<file path="src/rtl/ahb_image_buffer_slave.sv">
// AHB-Lite image-buffer slave: word FIFO that unpacks LSB-byte-first onto a pixel stream.
// Optional status-word read path is compiled in with IMGBUF_STATUS_READ_EN.
module ahb_image_buffer_slave #(
  parameter int DEPTH       = 8,
  parameter int CONV_THRESH = 3
) (
  input  logic        HCLK,
  input  logic        HRESETn,
  input  logic        HSEL,
  input  logic [1:0]  HTRANS,
  input  logic        HWRITE,
  input  logic        HREADY,
  input  logic [31:0] HWDATA,
  output logic        HREADYOUT,
  output logic [31:0] HRDATA,
  output logic        HRESP,
  output logic [7:0]  pix_data,
  output logic        pix_valid,
  input  logic        pix_ready,
  output logic        shift_data,
  output logic        conv_ready
);

  localparam int PW = $clog2(DEPTH);
  localparam int CW = $clog2(DEPTH + 1);
  localparam logic [CW-1:0] FULL_CNT = CW'(DEPTH);
  localparam logic [CW-1:0] THRESH   = CW'(CONV_THRESH);

  logic [DEPTH-1:0][31:0] mem_q;
  logic [PW-1:0]          wr_ptr_q, rd_ptr_q;
  logic [CW-1:0]          count_q, count_d;
  logic [1:0]             byte_idx_q;
  logic                   wr_pend_q, rd_pend_q;
  logic                   full, empty, accept, push, hs, pop;
  logic                   unused_sig;

  always_comb begin
    full    = (count_q == FULL_CNT);
    empty   = (count_q == '0);
    accept  = HSEL & HREADY & HTRANS[1];
    push    = wr_pend_q & HREADY & ~full;
    hs      = ~empty & pix_ready;
    pop     = hs & (byte_idx_q == 2'd3);
    count_d = count_q;
    if (push & ~pop)      count_d = count_q + CW'(1);
    else if (pop & ~push) count_d = count_q - CW'(1);
  end

  always_ff @(posedge HCLK or negedge HRESETn) begin
    if (!HRESETn) begin
      wr_ptr_q   <= '0;
      rd_ptr_q   <= '0;
      count_q    <= '0;
      byte_idx_q <= '0;
      wr_pend_q  <= 1'b0;
      rd_pend_q  <= 1'b0;
    end else begin
      count_q <= count_d;
      if (push) wr_ptr_q <= wr_ptr_q + PW'(1);
      if (pop)  rd_ptr_q <= rd_ptr_q + PW'(1);
      if (hs)   byte_idx_q <= byte_idx_q + 2'd1;
      // A stalled write holds the bus low, so pending state only moves when HREADY is high.
      if (HREADY) begin
        wr_pend_q <= accept & HWRITE;
        rd_pend_q <= accept & ~HWRITE;
      end
    end
  end

  always_ff @(posedge HCLK) begin
    if (push) mem_q[wr_ptr_q] <= HWDATA;
  end

  assign HREADYOUT  = ~(wr_pend_q & full);
  assign HRESP      = 1'b0;
  assign pix_valid  = ~empty;
  assign pix_data   = empty ? 8'h00 : mem_q[rd_ptr_q][8*byte_idx_q +: 8];
  assign shift_data = ~full;
  assign conv_ready = (count_q >= THRESH);

`ifdef IMGBUF_STATUS_READ_EN
  assign HRDATA     = rd_pend_q ? {14'b0, byte_idx_q, 8'(count_q), 6'b0, full, empty} : 32'h0;
  assign unused_sig = HTRANS[0];
`else
  assign HRDATA     = 32'h0;
  assign unused_sig = ^{HTRANS[0], rd_pend_q};
`endif

endmodule
</file>
<file path="config.mk">
export PLATFORM = sky130hd
export DESIGN_NAME = ahb_image_buffer_slave
export DESIGN_NICKNAME = d
export VERILOG_FILES = /design/src/rtl/ahb_image_buffer_slave.sv
export SDC_FILE = /design/constraint.sdc
export NUM_CORES = 1
export LEC_CHECK = 0
export ABC_AREA = 0
export BUFFER_PORTS_ARGS = -buffer_cell sky130_fd_sc_hd__buf_2
export CAP_MARGIN = 15
export CORE_ASPECT_RATIO = 1.2
export CORE_MARGIN = 4
export CORE_UTILIZATION = 28
export DETAILED_ROUTE_END_ITERATION = 6
export GPL_TIMING_DRIVEN = 0
export PLACE_DENSITY = 0.53
export SLEW_MARGIN = 20
export SYNTH_ARGS = -nofsm -noshare
export SYNTH_HDL_FRONTEND = slang
export SYNTH_SLANG_ARGS = --single-unit
</file>
<file path="constraint.sdc">
create_clock -name HCLK -period 5.4 [get_ports HCLK]
set_input_delay 0 -clock HCLK [delete_from_list [all_inputs] [get_ports HCLK]]
set_output_delay 0 -clock HCLK [all_outputs]
set_load 0.01 [all_outputs]
</file>
==> results.md <==
- Pwr dens: 463 nW/um2
- Overflow after GRT: 0
- Worst min-delay path category: input port to flip-flop
- Vias in the first global route: 5,578
- Port Buffers: 50
- Hpwl dp: 15.7 mm
- Critical Path RT: 5.81 ns
- Post-synth EDFFs: 256
- Nets: 717
- I/O pins: 85
- Final min period: 3.08 ns
- Hold Fails Final Rpt: 0
- Max VDD drop: 0.270 mV
- Worst Skew: 0.00948 ns
- Final Setup Violations: 0
- DRT met1 WL: 10.2 mm
- Crit share post-route: 57.0%
- Core area: 37,900 um2
- Status: complete, no violations
- CTS Buffer Depth: 3
- Clock share of power: 30.2%
- Seq/Total Area, Yosys: 74.5%
- Clk_lat worst skew: 0.53 ns
- Die Span Y: 223 um
- Synth top area share: 71.5%
- CTS tree: done
- Pre-CTS setup slack: 1.93 ns
- Initial DRC count: 301
- CTS Buf Count: 28
- Slew Viols, Final: 0
- DRC: 0
- Synth top area cells: edfxtp_1, mux4_2, dfrtp_1, buf_4, mux2i_1
- Vias: 5,176
- Antenna violations before repair: 0
- Met2 WL: 11.7 mm
- Clock slew at reported path FFs: 0.06 ns
- WS Path Type: flip-flop to flip-flop
- Diodes inserted: 0
- Synth Instances: 503
- Dominant synthesized flop cell: edfxtp_1
- Comb power frac: 30.0%
- Int Pwr: 4.36 mW
- P_leak: 4.53 nW
- Area leader, netlist: edfxtp_1
- Synth Area per Inst: 21.4 um2
- Worst-Margin Slew: 0.988 ns
- Share of cells above drive strength 1: 33.4%
- Flop pwr share: 39.8%
- Top routing layer in use: met4
- Total GRT Usage: 11.0%
- Crit-path max FO: 9
- Initial core utilization: 28.4%
- Synthesized area: 10,800 um2
- Number of cell rows: 78
- Largest net degree at the start of global routing: 19
- Post-detailed-route count of antenna-violating nets: 0
- Yosys warns: 0
- Post-synthesis cell type count: 34
- CP arrival: 3.49 ns
- Fmax: 0.325 GHz
- Slew HR: 34.2%
- Fin util: 35.2%
- Final WL: 23.3 mm
- Sw Pwr: 1.81 mW
- Sink Count: 269
- Max_cap viols: 0
- Wirelength per Cell: 19.9 um
- Seq cells post-synth: 269
- Met3 wire length: 1.11 mm
- Routability cong.: 0.698
- Clock root buffer: clkbuf_16
- Async set-reset flop share out of synthesis: 4.83%
- Die W: 187 um
- Internal reg-to-reg setup slack: 2.32 ns
- Switching Share: 29.4%
- Vias per cell: 4.42
- Power Total: 6.17 mW
- First-pass GRT wire length: 35.0 mm
- RSZ-0062 raised after global routing: false
- Htree depth: 1
- Setup WS post-layout: 2.32 ns
- Critical path capture point type: flip-flop
- Die area: 41,600 um2
- Critical Path Start Type: flip-flop
- Synth-to-Final Area Change: 24.0%
- Drt first pass iters: 4
-- final cells by class --
cell class	instances	area, um2
well taps	480	601
plain buffers	54	385
clock buffers	40	797
multi-input cells	209	2530
flip-flops and latches	269	8010
fillers	3549	24500
inverters	3	11.3
repair buffers	105	897
clock inverters	12	104
-- critical path: stages, from the launching register on --
cell and delay [ns]:
dfrtp_1 0.48, nor4_4 0.70, inv_1 0.25, nand3_1 0.27, ha_1 0.23, inv_1 0.09
ha_1 0.27, a21o_1 0.17, a21oi_1 0.17, xnor2_1 0.13, nor2_1 0.06, xor2_1 0.14
-- path summary, 6_finish.rpt --
path	startpoint	end	cells after the start
worst max-delay path	count_q[0]$_DFFE_PN0P_	count_q[3]$_DFFE_PN0P_	11
worst min-delay path	HSEL	wr_pend_q$_DFFE_PN0P_	4
worst max register to register	count_q[0]$_DFFE_PN0P_	count_q[3]$_DFFE_PN0P_	11
worst min register to register	wr_ptr_q[0]$_DFFE_PN0P_	wr_ptr_q[0]$_DFFE_PN0P_	1
max in group asynchronous	HRESETn	rd_ptr_q[0]$_DFFE_PN0P_	3
min in group asynchronous	HRESETn	wr_pend_q$_DFFE_PN0P_	3
-- cells in the final DEF (no fill, tap or decap), types with 8 or more instances in the layout --
cell type,n
dlygate4sd3_1,37
buf_2,58
clkbuf_16,29
buf_4,43
nor2_1,8
clkbuf_1,14
dfrtp_1,13
conb_1,33
mux4_2,60
mux2i_1,21
edfxtp_1,256
nand2_1,9
-- through the flow --
step           TNS (ns)  hold slack [ns]  area, um2  instances
6_report              0            0.275      13300       1172
5_1_grt               0            0.290      13300       1172
4_1_cts               0            0.244      13300       1172
3_5_place_dp          0          -0.0764      12100       1083
3_3_place_gp     -82.38          -0.0751      11700       1065
2_1_floorplan         0           -0.296      10900        535
-- routing by layer --
layer / vias up / global-route usage (%)
met1: 2677 / 14.7
met4: 0 / 2.20
met3: 24 / 2.03
met2: 127 / 19.0
met5: - / 0
li1: 2348 / -
-- power by group through the flow --
stage	Clock, mW	Combinational [mW]	Sequential, mW
4_1_cts	1.92	1.89	2.45
2_1_floorplan	0	1.26	2.47
6_report	1.87	1.85	2.45
3_3_place_gp	0	1.82	2.49
5_1_grt	2.01	1.99	2.47
3_5_place_dp	0	1.86	2.49
-- Yosys cell counts, types with 2 or more instances --
cell type and number:
inv_1 3, nand2b_1 3, a221o_1 7, dfrtp_1 13
clkbuf_1 6, xnor2_1 7, edfxtp_1 256, a221oi_1 5
nor3_1 5, nand4_1 2, a22oi_1 2, buf_6 6
xor2_1 2, a21oi_1 6, o21ai_0 2, nand2_1 9
mux4_2 60, mux2i_1 21, mux2_2 7, nor2_1 14
buf_2 8, mux4_1 5, buf_4 34, ha_1 6
nand3_1 2, nor2b_1 3, a31oi_1 2
-- timing repair --
action	in CTS	in global routing
gates resized for setup	0	0
hold buffers	37	0
hold endpoints to repair	275	0
setup buffers	0	0
-- flip-flops by register name (all words and copies together) (netlist names) --
name / count
rd_ptr_q: 3
byte_idx_q: 2
mem_q: 256
wr_ptr_q: 3
count_q: 4
wr_pend_q: 1
-- logic make-up (layout without fill, tap and decap cells) --
| family | Yosys count | in the layout | synth area share (%) |
|---|---|---|---|
| other cells | 1 | 33 | 0.0349 |
| fa+ha+maj | 7 | 7 | 0.884 |
| compound gates | 26 | 26 | 1.84 |
| simple gates | 41 | 41 | 1.83 |
| flops | 269 | 269 | 74.5 |
| mux | 93 | 93 | 16.5 |
| buf+inv | 57 | 214 | 3.69 |
| xor+xnor | 9 | 9 | 0.733 |
(Power assumes the default switching activity.)
